## config.mk

```make
export PLATFORM = sky130hd
export DESIGN_NAME = branch_resolve_unit
export DESIGN_NICKNAME = d
export VERILOG_FILES = /design/src/rtl/mips_pkg.sv /design/src/rtl/bht_2bit.sv /design/src/rtl/branch_resolve_unit.sv
export SDC_FILE = /design/constraint.sdc
export NUM_CORES = 1
export LEC_CHECK = 0
export ABC_CLOCK_PERIOD_IN_PS = 8000
export CELL_PAD_IN_SITES_DETAIL_PLACEMENT = 1
export CELL_PAD_IN_SITES_GLOBAL_PLACEMENT = 2
export CORE_MARGIN = 1.5
export CORE_UTILIZATION = 37
export CTS_BUF_LIST = sky130_fd_sc_hd__clkbuf_8
export DETAILED_ROUTE_END_ITERATION = 7
export PLACE_DENSITY_LB_ADDON = 0.1
export RECOVER_POWER = 100
export SLEW_MARGIN = 20
export SYNTH_ARGS = -nofsm -noshare
export SYNTH_HDL_FRONTEND = slang
export SYNTH_SLANG_ARGS = --single-unit
```

## constraint.sdc

```tcl
create_clock -name clk -period 8 [get_ports clk]
set_input_delay 1.2 -clock clk [delete_from_list [all_inputs] [get_ports clk]]
set_output_delay 1.2 -clock clk [all_outputs]
set_load 0.03 [all_outputs]
```

## src/rtl/mips_pkg.sv

```systemverilog
// Shared constants for the MIPS core branch path: branch type encodings,
// BHT counter reset value and the instruction byte step.
package mips_pkg;

   localparam logic [2:0] BR_BEQ  = 3'd0;
   localparam logic [2:0] BR_BNE  = 3'd1;
   localparam logic [2:0] BR_BLEZ = 3'd2;
   localparam logic [2:0] BR_BGTZ = 3'd3;
   localparam logic [2:0] BR_BLTZ = 3'd4;
   localparam logic [2:0] BR_BGEZ = 3'd5;

   localparam logic [1:0] BHT_RESET = 2'b01;
   localparam int unsigned INSN_BYTES = 4;

endpackage

```

## src/rtl/bht_2bit.sv

```systemverilog
// Branch history table of 2-bit saturating counters with a combinational
// read port and a synchronous saturating update port.
module bht_2bit
   import mips_pkg::*;
#(
   parameter int IDX_W = 6
) (
   input  logic             clk,
   input  logic             rst_n,
   input  logic [IDX_W-1:0] rd_idx,
   output logic [1:0]       rd_ctr,
   input  logic             upd_en,
   input  logic [IDX_W-1:0] upd_idx,
   input  logic             upd_taken
);

   localparam int ENTRIES = 2 ** IDX_W;

   logic [1:0] ctr [ENTRIES];

   function automatic logic [1:0] sat_step(input logic [1:0] v, input logic up);
      if (up)
         return (v == 2'b11) ? v : v + 2'b01;
      else
         return (v == 2'b00) ? v : v - 2'b01;
   endfunction

   // Read returns the stored value; a same-cycle update is not bypassed.
   assign rd_ctr = ctr[rd_idx];

   always_ff @(posedge clk or negedge rst_n) begin
      if (!rst_n) begin
         for (int i = 0; i < ENTRIES; i++)
            ctr[i] <= BHT_RESET;
      end else if (upd_en) begin
         ctr[upd_idx] <= sat_step(ctr[upd_idx], upd_taken);
      end
   end

endmodule

```

## src/rtl/branch_resolve_unit.sv

```systemverilog
// Resolves conditional branches in EX, predicts direction for ID from a 2-bit
// BHT, issues registered redirects and traps on long self-loop branches.
module branch_resolve_unit
   import mips_pkg::*;
#(
   parameter int XLEN       = 32,
   parameter int IDX_W      = 6,
   parameter int LOOP_LIMIT = 16,
   parameter int CNT_W      = 16
) (
   input  logic            clk,
   input  logic            rst_n,
   input  logic [XLEN-1:0] id_pc,
   output logic            id_pred_taken,
   input  logic            ex_valid,
   input  logic [2:0]      ex_type,
   input  logic [XLEN-1:0] ex_rs,
   input  logic [XLEN-1:0] ex_rt,
   input  logic [XLEN-1:0] ex_pc,
   input  logic [XLEN-1:0] ex_target,
   input  logic            ex_pred_taken,
   output logic            redirect_valid,
   output logic [XLEN-1:0] redirect_pc,
   output logic            mispredict,
   output logic            branch_error,
   output logic [XLEN-1:0] error_pc,
   output logic [CNT_W-1:0] branch_cnt,
   output logic [CNT_W-1:0] mispred_cnt
);

   localparam int LOOP_W = $clog2(LOOP_LIMIT + 1);
   localparam logic signed [XLEN-1:0] ZERO_S = '0;

   logic signed [XLEN-1:0] rs_s;
   logic                   type_ok;
   logic                   taken;
   logic                   resolve;
   logic                   mispred_d;
   logic                   self_hit;
   logic [XLEN-1:0]        actual_pc;
   logic [LOOP_W-1:0]      loop_cnt;
   logic [1:0]             rd_ctr;
   logic                   unused_ok;

   function automatic logic [CNT_W-1:0] sat_inc(input logic [CNT_W-1:0] v);
      return (&v) ? v : v + 1'b1;
   endfunction

   assign rs_s = ex_rs;

   always_comb begin
      type_ok = 1'b1;
      taken   = 1'b0;
      case (ex_type)
         BR_BEQ:  taken = (ex_rs == ex_rt);
         BR_BNE:  taken = (ex_rs != ex_rt);
         BR_BLEZ: taken = (rs_s <= ZERO_S);
         BR_BGTZ: taken = (rs_s >  ZERO_S);
         BR_BLTZ: taken = (rs_s <  ZERO_S);
         BR_BGEZ: taken = (rs_s >= ZERO_S);
         default: type_ok = 1'b0;
      endcase
   end

   assign resolve   = ex_valid && type_ok && !branch_error;
   assign actual_pc = taken ? ex_target : ex_pc + XLEN'(INSN_BYTES);
   assign mispred_d = (taken != ex_pred_taken);
   assign self_hit  = taken && (ex_target == ex_pc);

   bht_2bit #(
      .IDX_W(IDX_W)
   ) u_bht (
      .clk       (clk),
      .rst_n     (rst_n),
      .rd_idx    (id_pc[IDX_W+1:2]),
      .rd_ctr    (rd_ctr),
      .upd_en    (resolve),
      .upd_idx   (ex_pc[IDX_W+1:2]),
      .upd_taken (taken)
   );

   assign id_pred_taken = rd_ctr[1] && !branch_error;
   assign unused_ok     = ^{id_pc[XLEN-1:IDX_W+2], id_pc[1:0], rd_ctr[0]};

   // EX resolve -> registered redirect, counters and loop trap
   always_ff @(posedge clk or negedge rst_n) begin
      if (!rst_n) begin
         redirect_valid <= 1'b0;
         redirect_pc    <= '0;
         mispredict     <= 1'b0;
         branch_error   <= 1'b0;
         error_pc       <= '0;
         branch_cnt     <= '0;
         mispred_cnt    <= '0;
         loop_cnt       <= '0;
      end else begin
         redirect_valid <= 1'b0;
         redirect_pc    <= '0;
         mispredict     <= 1'b0;
         if (resolve) begin
            redirect_valid <= mispred_d;
            mispredict     <= mispred_d;
            redirect_pc    <= mispred_d ? actual_pc : '0;
            branch_cnt     <= sat_inc(branch_cnt);
            if (mispred_d)
               mispred_cnt <= sat_inc(mispred_cnt);
            if (self_hit) begin
               loop_cnt <= loop_cnt + 1'b1;
               if (loop_cnt == LOOP_W'(LOOP_LIMIT - 1)) begin
                  branch_error <= 1'b1;
                  error_pc     <= ex_pc;
               end
            end else begin
               loop_cnt <= '0;
            end
         end
      end
   end

endmodule

```

# After elaboration in Yosys (flattened, before gate mapping)

Cells that the tools add are included.

Add/sub/neg operators: 6
Order comparisons: 7
Equal/unequal tests: 11
Muxes and demuxes: 20
Bitwise logic cells: 4
Reduce and logical (&&, ||, !) cells: 14

Operator list:

| operator              | count |
|---|---|
| $bwmux 128            | 1 |
| $mux 32               | 3 |
| $eq 32x32->1          | 2 |
| $add 16x1->16 const B | 2 |
| $add 32x3->32 const B | 1 |
| $ge 32x1->1 const B   | 1 |
| $gt 32x1->1 const B   | 1 |
| $le 32x1->1 const B   | 1 |
| $lt 32x1->1 const B   | 1 |
| $ne 32x32->1          | 1 |
| $reduce_and 16->1     | 2 |
| $bmux 2 s6            | 2 |
| $mux 2                | 9 |
| $ge 7x7->1 const B    | 2 |
| $not 6->7             | 2 |
| $demux 2 s6           | 1 |
| $lt 7x1->1 const B    | 1 |
| $eq 3x2->1 const B    | 2 |
| $eq 3x3->1 const B    | 2 |
| $pmux 1 s6            | 1 |
| $reduce_and 3->1      | 2 |
| $reduce_or 6->1       | 1 |
| $add 5x1->5 const B   | 1 |
| $eq 5x4->1 const B    | 1 |
| 13 further kinds      | 19 |

Flip-flop bits (word level): 231
Logic and storage cells: 133

# Logic depth before layout (Yosys ltp)

Gate-level depths: netlist (run 1).

Depth after elaboration: 9
Gate-level depth with buffers: 12
Depth with buffers taken out: 8

# By module

From an unflattened synthesis (run 1), not the netlist that was laid out.

Cells, all modules: 1,175
Area total of the unflattened synthesis: 13,000.0 um^2

By module, submodules not included:

| module              | times used | cells an instance | area each (um^2) | seq. area each (um^2) |
|---|---|---|---|---|
| bht_2bit            | 1          | 627               | 7,273.2          | 3,283.1 |
| branch_resolve_unit | 1          | 548               | 5,726.7          | 2,577.5 |

# Worst setup path before layout (run 1)

No wires, ideal clock.

Kind: input to output
Start: input id_pc[2]
End: output id_pred_taken
Arrival time: 3.822 ns
Required time: 6.800 ns
Setup slack: 2.978 ns
Cell stages on the path: 6
Path through: clkbuf_1 -> buf_1 -> mux4_2 -> mux4_2 -> mux4_2 -> nor2b_1

Longest elaborated chain between the ends: 5

Ends and longest elaborated chain:

| item                                      | RTL line                  | RTL |
|---|---|---|
| start, declared                           | branch_resolve_unit.sv:13 | `input logic [XLEN-1:0] id_pc,` |
| $not 6->7 (not written as such)           | bht_2bit.sv:29            | `assign rd_ctr = ctr[rd_idx];` |
| $bmux 2 s6                                | bht_2bit.sv:29            |  |
| $mux 2 (not written as such) (2 in a row) | bht_2bit.sv:29            |  |
| $logic_and 1x1->1                         | branch_resolve_unit.sv:82 | `assign id_pred_taken = rd_ctr[1] && !branch_error;` |
| end, declared                             | branch_resolve_unit.sv:14 | `output logic id_pred_taken,` |

Every way passes these cells. The select of a mux whose other input is x is not followed.

# Worst setup path after layout (run 1)

Start: input ex_rs[17]
End: register u_bht.ctr[66] in the netlist's numbering

Longest elaborated chain between the ends: 5
Elaborated cells on any way between the ends: 10
Those cells by class: order compare (4); eq/ne (2); mux (4)

Ends and longest elaborated chain:

| item                                      | RTL line                  | RTL |
|---|---|---|
| start, declared                           | branch_resolve_unit.sv:17 | `input logic [XLEN-1:0] ex_rs,` |
| $ge 32x1->1, or another cell as far along | branch_resolve_unit.sv:60 | `BR_BGEZ: taken = (rs_s >= ZERO_S);` |
| $pmux 1 s6 *                              | branch_resolve_unit.sv:54 | `case (ex_type)` |
| $mux 2 *                                  | bht_2bit.sv:22            | `if (up)` |
| $mux 2 *                                  | bht_2bit.sv:35            | `end else if (upd_en) begin` |
| $bwmux 128 *                              | bht_2bit.sv:36            | `ctr[upd_idx] <= sat_step(ctr[upd_idx], upd_taken);` |
| end signal, assigned by index             | bht_2bit.sv:36            |  |
| end, declared                             | bht_2bit.sv:19            | `logic [1:0] ctr [ENTRIES];` |

Mark *: on every way between the ends. The rest lies on a longest branch, timed or not. The select of a mux whose other input is x is not followed.
A chain may end at the register's enable or synchronous reset.

==> run metrics, run 1 <==
antenna violations before repair=1; DR vias=10300; hold_ws=0.485 ns; R2R Path End=u_bht.ctr[66]; H-tree depth=2; EDFF count, synth=0; DRC viols=0; Pre-antenna DRT Iters=4; Core Box Area=34600 µm²; Final Hold Vio Count=0; Top FF cell, synth=dfrtp_1; outcome=complete, but fails checks; top cells by area, synth=dfrtp_1 (32%), dfstp_2 (13%), nor2_1 (7.4%); R2R Path Start=u_bht.ctr[107]; Synth cell types=71; CP max FO=65; drt wl/cell=21.5 µm; pwr/cell area=220 nW/µm²; Total Routed Length=41700 µm; Clock Path Buffers=3; Clock Sinks=231; share of cells above drive strength 1=0.180; clk_lat worst skew=0.58 ns; DRT antenna net count=0; Worst Hold Class=register to register; Mapped Area=13000 µm²; Warnings, synthesis=0; startpoint types=input port; R2R cell count=7; IO buf count=240; max-cap violations=6; Final Max Slew Viols=245; largest net degree at the start of global routing=123; Boundary Pins=267; die height=191 µm; global-route total usage across every layer=0.231; Reg2Reg Setup Slack=3.05 ns; placed wire-length estimate=29000 µm; Leak=6.79 nW; Slowest cell on crit path=maj3_1; commonest non-fill, non-tap cell in the layout=nor2_1; worst relative slew slack=-1.57; GPL Wtd Cong=0.791; Hold Buf Count CTS=0; fmax=152 MHz; fraction of registers with async set/reset=1.00; Setup Viol. Count Final=0; Setup Skew=0.0264 ns; CTS Buf Count=43; max incr delay on CP=2.01 ns; full die area=36400 µm²; DR vias/cell=5.30; syn avg cell area=10.8 µm²; PostCTS Resize Cnt=0; Post-Syn Nets=1384; most frequent cells in the layout=nor2_1 (256), dfrtp_1 (167), clkdlybuf4s50_1 (135), a21oi_1 (105), dlygate4sd3_1 (102); WP data required=8.44 ns; Layout area overhead=25.6%; DR iter-0 viols=522; Die W=191 µm; hold path depth=1; critical path class=input port to register; Initial Util=0.376; vias in the first global route=11100; Setup crit end kind=register; final core utilization=0.473; Worst-path clk slew=0.05 ns; Fillers=3858; synthesized instance count=1212; period utilization=0.823; hold path start=branch_cnt[5]; NumNets Final=1616; maximum vdd drop=0.140 mV; Hold Path End=branch_cnt[5]; register area share after synthesis=0.450; root buffer cell=clkbuf_8; post-synth top area share=0.321; Slew @ Worst Pin=3.86 ns; Critical Path AT=7.03 ns; Synth area leader=dfrtp_1; Row Count=68; flops & latches, synth=231; Fin Setup TNS=0 ns; RSZ-0062 raised after global routing=no; failing checks=capacitance limit, slew limit; register area=5860 µm²; crit-path cells=dlygate4sd3_1, xnor2_1, nand4_1, nor4_1, a31oi_1, or2_2, nor2_4, buf_4, maj3_1, clkbuf_1, a21oi_2; TritonCTS clock tree=built; setup bufs post-CTS=0; multi-input logic area=6490 µm²; GRT overflow=0; first-pass GRT wire length=64800 µm; crit path time final=6.59 ns
==> state kept, by name, summed over array words and instances, names as in the netlist <==
signal        flops
mispred_cnt      16
error_pc         32
redirect_pc      32
mispredict        1
branch_error      1
branch_cnt       16
loop_cnt          5
u_bht.ctr       128
==> cell usage after synthesis, drive strengths merged, types with 31 or more instances <==
master,instances
nor2,257
dfrtp,167
a21oi,141
xnor2,81
dfstp,64
buf,47
nand3,44
nand2,43
mux2,42
xor2,41
mux4,37
a2111oi,32
mux2i,31
==> power breakdown <==
| part | internal, W | switching [W] |
|---|---|---|
| logic | 0.000380 | 0.000510 |
| clock network | 0.000673 | 0.000526 |
| registers | 0.00138 | 0.000132 |
| total | 0.00243 | 0.00117 |
==> final cells by class <==
type / instances / area share
inverter: 14 / 0.00321
sequential: 231 / 0.358
clock inverter: 25 / 0.00994
timing repair buffer: 255 / 0.152
antenna: 1 / 0.000153
clock buffer: 54 / 0.0454
multi-input combinational: 899 / 0.396
tap: 455 / 0.0348
==> stage by stage <==
| step | cells | total power (W) | worst slack, ns | cell area [µm²] |
|---|---|---|---|---|
| after floorplan | 1212 | 0.00212 | 2.98 | 13000 |
| after global placement | 1854 | 0.00245 | 2.26 | 15700 |
| after detailed placement | 1854 | 0.00247 | 2.22 | 15700 |
| after CTS | 1933 | 0.00370 | 2.22 | 16600 |
| after global routing | 1934 | 0.00378 | 1.10 | 16400 |
| final | 1934 | 0.00360 | 1.41 | 16400 |
==> worst max-delay path by stage <==
stage	from	to	slack [ns]	cells past startpoint
finish	ex_rs[17]	u_bht.ctr[66]	1.41	11
detailed placement	id_pc[3]	id_pred_taken	2.22	6
global placement	id_pc[3]	id_pred_taken	2.26	6
CTS	id_pc[3]	id_pred_taken	2.22	6
global route	ex_rs[17]	u_bht.ctr[66]	1.10	11
floorplan	id_pc[2]	id_pred_taken	2.98	6
==> critical path, delay by kind of cell <==
| kind | cells | cell delay (ns) |
|---|---|---|
| buffers and inverters | 3 | 2.31 |
| AND/OR/NAND/NOR | 4 | 0.99 |
| adder cells (fa/ha/maj) | 1 | 2.01 |
| AO/OA/AOI/OAI | 2 | 0.23 |
| XOR/XNOR | 1 | 0.20 |
==> per-layer routing <==
metal	up-vias	track usage	routed length, µm
met5	-	0	0
met3	61	0.0320	1710
met4	0	0.0645	825
met1	5170	0.310	19000
li1	4815	-	-
met2	209	0.389	20200
==> kinds of logic after synthesis <==
family / Yosys count / share of synthesized area
AND/OR/NAND/NOR: 437 / 0.151
multiplexers: 110 / 0.125
AO/OA/AOI/OAI: 223 / 0.149
buffers and inverters: 82 / 0.0371
flip-flops: 231 / 0.450
adder cells (fa/ha/maj): 7 / 0.00643
XOR/XNOR: 122 / 0.0820
Note: power is estimated with default switching activity, not from simulation.
==> inputs of run 2 (changes only) <==
- ABC_CLOCK_PERIOD_IN_PS: 8000 -> 6430
- CORE_UTILIZATION: 37 -> 34
- clock period: 8 -> 6.43 ns (I/O delays scaled with it)
==> run 2 against run 1 <==
Against the previous run: the run still ends with capacitance limit, slew limit left; sequential share of layout area grew 0.18 points; final area shrank 0.50%; routed wire length grew 3.3%; die area grew 8.7%; combinational power grew 22%; critical endpoint is now u_bht.ctr[84]; largest cell class unchanged.
==> run metrics, run 2 (synthesis gave the netlist of run 1 again) <==
Slew @ Worst Pin=2.43 ns; Total Routed Length=43100 µm; Row Count=71; max reg flops=128; RSZ-0062 raised after global routing=no; worst relative slew slack=-0.619; placed wire-length estimate=30000 µm; Leak=6.79 nW; Worst-path clk slew=0.06 ns; multi-input logic area=6370 µm²; maximum vdd drop=0.159 mV; GPL Wtd Cong=0.831; switching power=0.00146 W; PostCTS Resize Cnt=0; largest net degree at the start of global routing=125; Fillers=4230; Layout area overhead=24.9%; met1 Use GR=0.298; clk_lat worst skew=0.59 ns; Hold Buf Count CTS=0; combinational power share=0.249; Pre-antenna DRT Iters=5; share of cells above drive strength 1=0.171; IO buf count=240; antenna violations before repair=3; Slowest cell on crit path=clkbuf_1; startpoint types=input port; met3 Use GR=0.0359; largest reg by FF count=u_bht.ctr; root buffer cell=clkbuf_8; drt wl/cell=21.6 µm; DR vias/cell=5.21; Boundary Pins=267; setup bufs post-CTS=0; global-route total usage across every layer=0.221; DR vias=10400; NumNets Final=1618; crit path time final=5.52 ns; DRT antenna net count=0; max-cap violations=4; Top Registers=u_bht.ctr: 128 flops, error_pc: 32 flops, redirect_pc: 32 flops; failing checks=capacitance limit, slew limit; period utilization=0.859; max incr delay on CP=1.70 ns; vias in the first global route=11100; Flop pwr share=0.429; GRT busiest layer=met2; most frequent cells in the layout=nor2_1 (257), dfrtp_1 (167), clkdlybuf4s50_1 (135), a21oi_1 (117), dlygate4sd3_1 (102); Clock Path Buffers=3; switching share of power=0.334; Initial Util=0.346; met2 Usage GRT=0.361; DRC viols=0; critical path class=input port to register; die height=199 µm; TritonCTS clock tree=built; WP data required=6.94 ns; hold_ws=0.494 ns; first-pass GRT wire length=66300 µm; Worst Hold Class=register to register; Clock Sinks=231; Setup Skew=0.0217 ns; Critical Path AT=6.03 ns; Final Max Slew Viols=190; outcome=complete, but fails checks; Setup Viol. Count Final=0; Setup crit end kind=register; CP max FO=39; Die W=199 µm; crit-path cells=clkbuf_1, nor2_1, o2bb2ai_1, a221oi_2, o22a_1, o21ai_0, or4_1, maj3_4, clkbuf_2, a21oi_1; H-tree depth=2; commonest non-fill, non-tap cell in the layout=nor2_1; pwr/cell area=269 nW/µm²; register area=5860 µm²; Pint=0.00292 W; GRT overflow=0; Core Box Area=37700 µm²; Fin Setup TNS=0 ns; full die area=39500 µm²; Final Hold Vio Count=0; DR iter-0 viols=431; CTS Buf Count=44; fmax=181 MHz; Clk pwr share=0.321
==> run 2: cell types whose count changed in the layout (fill, tap and decap cells not counted), moves of 3 or more <==
cell / delta
clkbuf_2: +3
a21oi_2: -3
a21oi_1: +12
inv_1: +6
a21oi_4: -9
==> run 2: per-layer routing <==
| metal | vias up | wire length (µm) | part of all wire |
|---|---|---|---|
| met2 | 239 | 20600 | 0.48 |
| li1 | 4830 | - | - |
| met5 | - | 0 | 0 |
| met1 | 5259 | 19500 | 0.45 |
| met3 | 68 | 1890 | 0.044 |
| met4 | 0 | 1080 | 0.025 |
==> run 2: power by group through the flow <==
stage	Combinational (W)	Clock [W]	Sequential [W]
6_report	0.00109	0.00141	0.00188
5_1_grt	0.00119	0.00152	0.00191
4_1_cts	0.00119	0.00146	0.00188
3_5_place_dp	0.00119	0	0.00190
3_3_place_gp	0.00117	0	0.00189
2_1_floorplan	0.000684	0	0.00195
==> run 2: final timing paths <==
check / startpoint / endpoint / slack [ns] / depth (start not counted)
setup / recovery: ex_pc[2] / u_bht.ctr[84] / 0.91 / 10
hold / removal: error_pc[1] / error_pc[1] / 0.49 / 1
setup reg to reg: branch_error / error_pc[15] / 2.92 / 8
hold reg to reg: error_pc[1] / error_pc[1] / 0.49 / 1
max in group asynchronous: rst_n / u_bht.ctr[73] / 2.06 / 3
min in group asynchronous: rst_n / mispred_cnt[13] / 1.02 / 1
==> run 2: layout make-up <==
type / count / share of cell area
Clock inverter: 29 / 0.00784
Sequential cell: 231 / 0.360
Tap cell: 511 / 0.0393
Antenna cell: 2 / 0.000307
Clock buffer: 52 / 0.0440
Timing Repair Buffer: 256 / 0.154
Inverter: 14 / 0.00323
Multi-Input combinational cell: 899 / 0.391
==> run 2: critical path: cells and delay by family <==
family,cells,cell delay [ns]
AOI/OAI and AO/OA,5,1.19
adders and majority gates,1,0.60
buffers and inverters,2,2.22
and+or+nand+nor,2,1.01
==> run 2: per-stage QoR <==
step / total power (W) / std cells / setup WS (ns) / instance area, µm² / util
after floorplan: 0.00264 / 1212 / 1.88 / 13000 / -
after CTS: 0.00454 / 1991 / 1.12 / 16600 / 0.442
after global placement: 0.00306 / 1910 / 1.13 / 15800 / 0.419
after global routing: 0.00462 / 1994 / 0.533 / 16300 / 0.432
final: 0.00438 / 1994 / 0.909 / 16300 / 0.432
after detailed placement: 0.00309 / 1910 / 1.11 / 15800 / 0.419
==> inputs of run 3 (changes only) <==
- CAP_MARGIN: unset -> 20
==> results of run 3 <==
No change in the layout: final DEF, timing and power equal those of run 2.
